<file path="config.mk">
export PLATFORM = sky130hd
export DESIGN_NAME = mips_multicycle_ctrl_flat
export DESIGN_NICKNAME = d
export VERILOG_FILES = /design/src/rtl/mips_ctrl_if.sv /design/src/rtl/mips_multicycle_ctrl.sv /design/src/flat_wrapper.sv
export SDC_FILE = /design/constraint.sdc
export NUM_CORES = 1
export LEC_CHECK = 0
export CORE_MARGIN = 3
export CORE_UTILIZATION = 43
export DETAILED_ROUTE_END_ITERATION = 8
export PLACE_DENSITY = 0.85
export SLEW_MARGIN = 20
export SYNTH_ARGS = -nofsm -noshare
export SYNTH_HDL_FRONTEND = slang
export SYNTH_SLANG_ARGS = --single-unit
</file>
<file path="constraint.sdc">
create_clock -name clk -period 3.3 [get_ports clk]
set_input_delay 0.66 -clock clk [delete_from_list [all_inputs] [get_ports clk]]
set_output_delay 0.66 -clock clk [all_outputs]
set_load 0.005 [all_outputs]
</file>
<file path="src/rtl/mips_ctrl_if.sv">
// mips_ctrl_if: bundle between the multicycle controller and the datapath.
//   master (controller): takes op/funct/zero/mem_ready, drives all control
//     strobes, datapath selects, instr_done, illegal_op and debug state.
//   slave (datapath side): the mirror image.
interface mips_ctrl_if;
  logic [5:0] op;
  logic [5:0] funct;
  logic       zero;
  logic       mem_ready;
  logic       pcen;
  logic       iord;
  logic       irwrite;
  logic       memwrite;
  logic       memtoreg;
  logic       regdst;
  logic       regwrite;
  logic       alusrca;
  logic [1:0] alusrcb;
  logic [1:0] pcsrc;
  logic [2:0] alucontrol;
  logic       instr_done;
  logic       illegal_op;
  logic [3:0] state;

  modport master (
    input  op, funct, zero, mem_ready,
    output pcen, iord, irwrite, memwrite, memtoreg, regdst, regwrite,
           alusrca, alusrcb, pcsrc, alucontrol, instr_done, illegal_op, state
  );

  modport slave (
    output op, funct, zero, mem_ready,
    input  pcen, iord, irwrite, memwrite, memtoreg, regdst, regwrite,
           alusrca, alusrcb, pcsrc, alucontrol, instr_done, illegal_op, state
  );
endinterface

</file>
<file path="src/rtl/mips_multicycle_ctrl.sv">
// mips_multicycle_ctrl: Moore controller for a shared-memory, single-ALU
// MIPS datapath (R-type, lw, sw, beq, addi, j).
//   clk  rising-edge clock
//   rst  synchronous active-high reset
//   bus  mips_ctrl_if.master: op/funct/zero/mem_ready in; control strobes,
//        selects, alucontrol, instr_done, illegal_op, debug state out.
// Outputs decode from the state register only, except pcen (uses zero),
// the FETCH strobes and the MEMWR completion pulse (use mem_ready).
module mips_multicycle_ctrl (
  input logic        clk,
  input logic        rst,
  mips_ctrl_if.master bus
);

  typedef enum logic [3:0] {
    S_FETCH   = 4'd0,
    S_DECODE  = 4'd1,
    S_MEMADR  = 4'd2,
    S_MEMRD   = 4'd3,
    S_MEMWB   = 4'd4,
    S_MEMWR   = 4'd5,
    S_EXECUTE = 4'd6,
    S_ALUWB   = 4'd7,
    S_BRANCH  = 4'd8,
    S_ADDIEX  = 4'd9,
    S_ADDIWB  = 4'd10,
    S_JUMP    = 4'd11
  } state_t;

  localparam logic [5:0] OP_R    = 6'b000000;
  localparam logic [5:0] OP_LW   = 6'b100011;
  localparam logic [5:0] OP_SW   = 6'b101011;
  localparam logic [5:0] OP_BEQ  = 6'b000100;
  localparam logic [5:0] OP_ADDI = 6'b001000;
  localparam logic [5:0] OP_J    = 6'b000010;

  localparam logic [2:0] ALU_ADD = 3'b010;
  localparam logic [2:0] ALU_SUB = 3'b110;
  localparam logic [2:0] ALU_AND = 3'b000;
  localparam logic [2:0] ALU_OR  = 3'b001;
  localparam logic [2:0] ALU_SLT = 3'b111;

  state_t     st, nx;
  logic       pcwrite, branch;
  logic       iord, irwrite, memwrite, memtoreg, regdst, regwrite, alusrca;
  logic [1:0] alusrcb, pcsrc;
  logic [2:0] alucontrol;
  logic       instr_done, illegal_op;

  always_ff @(posedge clk) begin
    if (rst) st <= S_FETCH;
    else     st <= nx;
  end

  always_comb begin
    nx         = S_FETCH;
    pcwrite    = 1'b0;
    branch     = 1'b0;
    iord       = 1'b0;
    irwrite    = 1'b0;
    memwrite   = 1'b0;
    memtoreg   = 1'b0;
    regdst     = 1'b0;
    regwrite   = 1'b0;
    alusrca    = 1'b0;
    alusrcb    = 2'b00;
    pcsrc      = 2'b00;
    alucontrol = 3'b000;
    instr_done = 1'b0;
    illegal_op = 1'b0;
    case (st)
      S_FETCH: begin
        alusrcb    = 2'b01;
        alucontrol = ALU_ADD;
        // IR and PC load only on the cycle memory delivers the word, so a
        // stalled fetch never repeats a strobe.
        irwrite    = bus.mem_ready;
        pcwrite    = bus.mem_ready;
        nx         = bus.mem_ready ? S_DECODE : S_FETCH;
      end
      S_DECODE: begin
        alusrcb    = 2'b11;
        alucontrol = ALU_ADD;
        case (bus.op)
          OP_R:         nx = S_EXECUTE;
          OP_LW, OP_SW: nx = S_MEMADR;
          OP_BEQ:       nx = S_BRANCH;
          OP_ADDI:      nx = S_ADDIEX;
          OP_J:         nx = S_JUMP;
          default: begin
            nx         = S_FETCH;
            illegal_op = 1'b1;
            instr_done = 1'b1;
          end
        endcase
      end
      S_MEMADR: begin
        alusrca    = 1'b1;
        alusrcb    = 2'b10;
        alucontrol = ALU_ADD;
        nx         = (bus.op == OP_LW) ? S_MEMRD : S_MEMWR;
      end
      S_MEMRD: begin
        iord = 1'b1;
        nx   = bus.mem_ready ? S_MEMWB : S_MEMRD;
      end
      S_MEMWB: begin
        memtoreg   = 1'b1;
        regwrite   = 1'b1;
        instr_done = 1'b1;
      end
      S_MEMWR: begin
        // memwrite is held for the whole access; it commits on mem_ready.
        iord       = 1'b1;
        memwrite   = 1'b1;
        instr_done = bus.mem_ready;
        nx         = bus.mem_ready ? S_FETCH : S_MEMWR;
      end
      S_EXECUTE: begin
        alusrca = 1'b1;
        case (bus.funct)
          6'b100000: alucontrol = ALU_ADD;
          6'b100010: alucontrol = ALU_SUB;
          6'b100100: alucontrol = ALU_AND;
          6'b100101: alucontrol = ALU_OR;
          6'b101010: alucontrol = ALU_SLT;
          default:   alucontrol = ALU_ADD;
        endcase
        nx = S_ALUWB;
      end
      S_ALUWB: begin
        regdst     = 1'b1;
        regwrite   = 1'b1;
        instr_done = 1'b1;
      end
      S_BRANCH: begin
        alusrca    = 1'b1;
        alucontrol = ALU_SUB;
        branch     = 1'b1;
        pcsrc      = 2'b01;
        instr_done = 1'b1;
      end
      S_ADDIEX: begin
        alusrca    = 1'b1;
        alusrcb    = 2'b10;
        alucontrol = ALU_ADD;
        nx         = S_ADDIWB;
      end
      S_ADDIWB: begin
        regwrite   = 1'b1;
        instr_done = 1'b1;
      end
      S_JUMP: begin
        pcsrc      = 2'b10;
        pcwrite    = 1'b1;
        instr_done = 1'b1;
      end
      default: nx = S_FETCH;
    endcase

    // Reset kills every strobe immediately (an in-flight writeback is
    // dropped) and parks the selects at their FETCH values.
    if (rst) begin
      pcwrite    = 1'b0;
      branch     = 1'b0;
      irwrite    = 1'b0;
      memwrite   = 1'b0;
      regwrite   = 1'b0;
      instr_done = 1'b0;
      illegal_op = 1'b0;
      iord       = 1'b0;
      memtoreg   = 1'b0;
      regdst     = 1'b0;
      alusrca    = 1'b0;
      alusrcb    = 2'b01;
      pcsrc      = 2'b00;
      alucontrol = ALU_ADD;
    end
  end

  assign bus.pcen       = pcwrite | (branch & bus.zero);
  assign bus.iord       = iord;
  assign bus.irwrite    = irwrite;
  assign bus.memwrite   = memwrite;
  assign bus.memtoreg   = memtoreg;
  assign bus.regdst     = regdst;
  assign bus.regwrite   = regwrite;
  assign bus.alusrca    = alusrca;
  assign bus.alusrcb    = alusrcb;
  assign bus.pcsrc      = pcsrc;
  assign bus.alucontrol = alucontrol;
  assign bus.instr_done = instr_done;
  assign bus.illegal_op = illegal_op;
  assign bus.state      = st;

endmodule

</file>
<file path="src/flat_wrapper.sv">
// flat-port wrapper written by rule: the top's interface ports become plain ports
module mips_multicycle_ctrl_flat 
  (clk, rst, bus_op, bus_funct, bus_zero, bus_mem_ready, bus_pcen, bus_iord, bus_irwrite, bus_memwrite, bus_memtoreg, bus_regdst, bus_regwrite, bus_alusrca, bus_alusrcb, bus_pcsrc, bus_alucontrol, bus_instr_done, bus_illegal_op, bus_state);
  mips_ctrl_if bus_i ();
  input logic clk;
  input logic rst;
  input wire logic [$bits(bus_i.op)-1:0] bus_op;
  input wire logic [$bits(bus_i.funct)-1:0] bus_funct;
  input wire logic [$bits(bus_i.zero)-1:0] bus_zero;
  input wire logic [$bits(bus_i.mem_ready)-1:0] bus_mem_ready;
  output wire logic [$bits(bus_i.pcen)-1:0] bus_pcen;
  output wire logic [$bits(bus_i.iord)-1:0] bus_iord;
  output wire logic [$bits(bus_i.irwrite)-1:0] bus_irwrite;
  output wire logic [$bits(bus_i.memwrite)-1:0] bus_memwrite;
  output wire logic [$bits(bus_i.memtoreg)-1:0] bus_memtoreg;
  output wire logic [$bits(bus_i.regdst)-1:0] bus_regdst;
  output wire logic [$bits(bus_i.regwrite)-1:0] bus_regwrite;
  output wire logic [$bits(bus_i.alusrca)-1:0] bus_alusrca;
  output wire logic [$bits(bus_i.alusrcb)-1:0] bus_alusrcb;
  output wire logic [$bits(bus_i.pcsrc)-1:0] bus_pcsrc;
  output wire logic [$bits(bus_i.alucontrol)-1:0] bus_alucontrol;
  output wire logic [$bits(bus_i.instr_done)-1:0] bus_instr_done;
  output wire logic [$bits(bus_i.illegal_op)-1:0] bus_illegal_op;
  output wire logic [$bits(bus_i.state)-1:0] bus_state;
  assign bus_i.op = bus_op;
  assign bus_i.funct = bus_funct;
  assign bus_i.zero = bus_zero;
  assign bus_i.mem_ready = bus_mem_ready;
  assign bus_pcen = bus_i.pcen;
  assign bus_iord = bus_i.iord;
  assign bus_irwrite = bus_i.irwrite;
  assign bus_memwrite = bus_i.memwrite;
  assign bus_memtoreg = bus_i.memtoreg;
  assign bus_regdst = bus_i.regdst;
  assign bus_regwrite = bus_i.regwrite;
  assign bus_alusrca = bus_i.alusrca;
  assign bus_alusrcb = bus_i.alusrcb;
  assign bus_pcsrc = bus_i.pcsrc;
  assign bus_alucontrol = bus_i.alucontrol;
  assign bus_instr_done = bus_i.instr_done;
  assign bus_illegal_op = bus_i.illegal_op;
  assign bus_state = bus_i.state;
  mips_multicycle_ctrl u_core (.clk(clk), .rst(rst), .bus(bus_i));
endmodule
</file>
# Yosys cells after proc, flatten, opt, wreduce, memory -nomap -nowiden
# Cells that the tools add are included.
# word_totals
out_inout_bits	21
word_cells	69
input_bits	16
ff_bits	4
# op_classes
n_reduce_logical	10
bitwise_logic	2
eq_ne	20
n_mux	36
# ops
op	count
== test 6 bit, second input constant	6
one-hot mux 4 bit (7 select lines)	1
2-to-1 mux 1 bit	22
one-hot mux 4 bit (5 select lines)	1
== test 4 x 3 -> 1 bit, second input constant	4
== test 4 bit, second input constant	4
2-to-1 mux 3 bit	4
one-hot mux 3 bit (4 select lines)	1
one-hot mux 3 bit (3 select lines)	1
== test 4 x 2 -> 1 bit, second input constant	2
OR reduction 4 bit	2
== test 6 x 2 -> 1 bit, second input constant	1
== test 6 x 3 -> 1 bit, second input constant	1
== test 6 x 4 -> 1 bit, second input constant	1
zero test 6 bit	1
one-hot mux 2 bit (3 select lines)	1
OR reduction 2 bit	3
OR reduction 6 bit	1
OR reduction 5 bit	1
== test 4 x 1 -> 1 bit, second input constant	1
zero test 4 bit	1
2-to-1 mux 2 bit	2
one-hot mux 2 bit (2 select lines)	1
one-hot mux 1 bit (3 select lines)	1
4 further kinds	4

# Depth between registers and ports, before layout
# Gate-level depths: netlist (run 1).
# logic_depth
depth_word	5
ltp_mapped	5
mapped_depth_nobuf	4

# Worst setup path after synthesis (run 1)
# Ideal clock, no wire load.
# synth_path
path_type	input -> output
startpoint	in bus_op[3]
endpoint	out bus_instr_done
stages	5
slack_ps	960
arrival_time_ps	1680
path_cell_list	buf_6 -> maj3_2 -> o32a_1 -> o21a_1 -> o21bai_1
# synth_between
elab_chain_cells	5
word_cells_on_any_way	10
classes_between	5 x eq/ne; 3 x mux; 2 x reduce/logical
# synth_rtl
item	line	text
start: declaration	flat_wrapper.sv:7	input wire logic [$bits(bus_i.op)-1:0] bus_op;
== test 6 bit (tied with other cells)	mips_multicycle_ctrl.sv:84	case (bus.op)
OR reduction 6 bit (no line) *	--	
2-to-1 mux 1 bit *	mips_multicycle_ctrl.sv:84	
one-hot mux 1 bit (3 select lines) *	mips_multicycle_ctrl.sv:71	case (st)
2-to-1 mux 1 bit *	mips_multicycle_ctrl.sv:163	if (rst) begin
end: declaration	flat_wrapper.sv:22	output wire logic [$bits(bus_i.instr_done)-1:0] bus_instr_done;
# Every way passes the cells marked *; elsewhere a longest branch is shown, timed or not.

# Final worst setup path (run 1)
# layout_path
startpoint	in bus_funct[5]
endpoint	out bus_alucontrol[1]
# layout_between
elab_chain_cells	4
word_cells_on_any_way	7
classes_between	4 x eq/ne; 3 x mux
# layout_rtl
item	line	text
start: declaration	flat_wrapper.sv:8	input wire logic [$bits(bus_i.funct)-1:0] bus_funct;
== test 6 bit	mips_multicycle_ctrl.sv:121	case (bus.funct)
one-hot mux 3 bit (4 select lines) *	mips_multicycle_ctrl.sv:121	
one-hot mux 3 bit (3 select lines) *	mips_multicycle_ctrl.sv:71	
2-to-1 mux 3 bit *	mips_multicycle_ctrl.sv:163	
end: declaration	flat_wrapper.sv:21	output wire logic [$bits(bus_i.alucontrol)-1:0] bus_alucontrol;
# Marked as above.

==> summary.md, run 1 <==
The core occupancy in the finished layout came out at 0.705. The tool flagged a number of max-cap violations equal to 0. The core region is 1560 µm².

0 antenna diodes ended up in the layout. The startpoint identified for the worst register-to-register timing path is u_core.bus.state[1]. Worst hold margin: 0.749 ns. The run gives 3550 µm as the wire length of the first global-routing pass. The clock net in this run drives a total of 4 sinks. After floorplanning, the core was divided into 14 placement rows. After technology mapping, the gate count stands at 101. For this design the total switching power over the nets is 57.3 µW. The number of detailed-routing iterations run before antenna repair was 4. In the final design database the tool counted 154 nets. The run gives 2.64 ns as the required time at the worst-slack endpoint. The smallest clock period supported by the final layout is computed as 3.16 ns.

Number of fillers in the final layout: 132. In the layout the commonest cells are clkdlybuf4s50_1, nor3_1, a21oi_1. The die is 47.6 µm wide.

The hold path depth was 2; the async set-reset flop share out of synthesis was 0. The post-synthesis instance area is 743 µm², and the average cell area after synthesis is 7.36 µm². In this run the worst path has a maximum fanout of 3. The deepest clock path buffer count was 2; the leakage power summed over all cells was 0.381 nW.

The worst setup path is launched from an input pin. Port buffering added 36 buffers. The fraction of the cycle the final worst path needs was 0.957; the number of library cell types mapped by synthesis was 43. For this design the top-level I/O count stands at 37.

The number of cells on the worst reg-to-reg path is 4. In this run the vertical extent of the chip is 47.6 µm. The sequential cells in the finished layout cover a total of 80.1 µm². The logs give 0.144 ns for the final setup slack of the worst path and 1 for the depth of the CTS H-tree. The fraction of final layout cells with drive strength greater than 1 was 0.132; the number of nets with antenna violations after routing was 0. Buffers inserted during clock tree synthesis total 3. The register share of total power was 0.275; the number of synthesized register bits was 4. The total negative slack for setup checks is 0 ns.

The tools report the hold path startpoint as u_core.bus.state[2]. The run gives 0.108 as the proportion of synthesized chip area in sequential cells. The run gives 0.215 as the combined global-route utilization of all metal layers. The portion of total power attributed to the clock network is 0.333. In this run the clock root is driven by a clkbuf_4.

Dividing total power by cell area gives a power density of 175 nW/µm². Tracing the worst setup path back leads to its startpoint at bus_funct[5]. Setup violations remaining at the end of the flow were counted as 0. The register with the most flip-flops in the layout has 4 of them. Leaving out fill and tap cells, the most frequent cell in the layout is clkdlybuf4s50_1.

The logs give 2210 µm for the routed wire length and 0 for the number of antenna violations at the first check in global routing. The worst slew margin relative to its limit was 0.594. The combinational group share of total power was 0.392. Final number of hold-violating endpoints: 0.

The total overflow reported by the global router was 0. The number of remaining DRC errors is 0. The tools report the total area of multi-input combinational cells as 567 µm². At the end of routability-driven placement, the weighted congestion stood at 0.838. The maximum clock skew at final layout is 0.00284 ns, and the pin count of the biggest net entering global routing is 21. The logs give 135 µW for the total internal power and 0 for the buffers inserted during post-CTS setup optimization.

For the yosys synthesis warning count, the log shows 0. The via count of the first global-routing pass is 825. The clock-pin slew on the worst setup and hold paths is 0.04 ns, and the die area is 2260 µm². The via-per-instance ratio was 5.96. The critical path is of the in -> out type. The clock latency on the worst-skew pair came out at 0.24 ns.

TritonCTS built the clock tree. For this run, the leading register cell type out of synthesis is dfxtp_1. In this run, synthesis inferred 0 flip-flops with an integrated enable. Derived from the worst setup path, the maximum achievable clock frequency is 317 MHz.

At the placement stage, the worst setup path has a slack of 0.0704 ns. The data arrival time at the worst-slack endpoint was 2.50 ns. Final number of max-transition violations: 0. The flow ran to the end, and the final reports show no timing, DRC or antenna violations.

The detailed router finished its first iteration with 21 violations. The switching fraction of total power is 0.297, and the area growth from synthesis to final layout is 47.8%. The path class of the tightest hold or removal check is reg -> reg. Detailed placement finished with a half-perimeter wire length of 1680 µm.

For this block, the via count after detailed routing is 906. Setup repair after global routing left no endpoint under its margin. The peak ir drop on the vdd network is 0.000151 V, and the net count after synthesis is 117. The transition at the pin with the smallest max-transition slack works out to 0.608 ns. In the final routed layout, each cell accounts on average for 14.5 µm. STA classifies the critical path endpoint as an output port. For the initial core utilization, the log shows 0.477.
routing by layer:
metal / up-vias / share of wire / GRT usage
met5: - / 0 / 0
met4: 0 / 0.012 / 0.102
met3: 4 / 0.062 / 0.0113
met2: 39 / 0.50 / 0.350
met1: 413 / 0.42 / 0.290
li1: 450 / - / -
power groups by stage:
stage	sequential, mW	clock, mW	combinational (mW)
after floorplan	0.0521	0	0.0373
after global placement	0.0535	0	0.0727
after detailed placement	0.0536	0	0.0743
after CTS	0.0528	0.0680	0.0746
after global routing	0.0533	0.0678	0.0824
final	0.0529	0.0642	0.0755
area by class of cell:
class,count,area share
sequential,4,0.0729
clock buffer,3,0.0205
multi-input combinational,86,0.516
timing repair buffer,42,0.369
inverter,1,0.00342
tap,16,0.0182
timing repair:
item | in CTS | in global routing
resized for setup | 0 | 1
hold buffers | 0 | 0
endpoints found under the setup margin | 0 | 1
Yosys cell counts (2+ instances only):
| master | number | area, µm² |
|---|---|---|
| nor4b_1 | 3 | 26.3 |
| nor3_1 | 11 | 55.1 |
| xnor2_1 | 2 | 17.5 |
| nor2_1 | 8 | 30.0 |
| clkbuf_8 | 3 | 41.3 |
| a22oi_1 | 2 | 15.0 |
| clkbuf_1 | 2 | 7.51 |
| nand2b_1 | 6 | 37.5 |
| o21ai_0 | 3 | 15.0 |
| buf_6 | 4 | 45.0 |
| nand2_1 | 3 | 11.3 |
| o21bai_1 | 3 | 22.5 |
| dfxtp_1 | 4 | 80.1 |
| a21oi_1 | 9 | 45.0 |
| o21a_1 | 2 | 15.0 |
| or2_2 | 5 | 31.3 |
| nand3_1 | 2 | 10.0 |
| nor4_1 | 4 | 25.0 |
final timing paths:
kind                            slack [ns]             endpoint
worst max-delay path                  0.14    bus_alucontrol[1]
worst min-delay path                  0.75  u_core.bus.state[3]
worst max register to register        1.65  u_core.bus.state[2]
worst min register to register        0.75  u_core.bus.state[3]
critical path, cell delays in order:
cell             delay, ns
clkdlybuf4s50_1       0.51
nand2b_4              0.07
nor4b_2               0.27
nor2_1                0.07
or4_1                 0.46
clkdlybuf4s50_1       0.46
cells by family (layout without fill, tap and decap cells):
logic type / count (synthesis) / after routing / synth area share
buf+inv: 11 / 46 / 0.138
simple gates: 52 / 52 / 0.418
mux: 1 / 1 / 0.0135
fa+ha+maj: 1 / 1 / 0.0152
flops: 4 / 4 / 0.108
xor+xnor: 3 / 3 / 0.0354
compound gates: 29 / 29 / 0.273
stage by stage:
step | area, µm² | std cells | power (mW)
after floorplan | 743 | 101 | 0.0895
after global placement | 1070 | 149 | 0.126
after detailed placement | 1070 | 149 | 0.128
after CTS | 1090 | 152 | 0.195
after global routing | 1100 | 152 | 0.203
final | 1100 | 152 | 0.193
Power figures use the tool's default switching activity.
==> run 2, diff against run 1 <==
- TNS_END_PERCENT: default -> 5
==> results of run 2 <==
Final layout, timing and power as in run 1 (identical DEF).
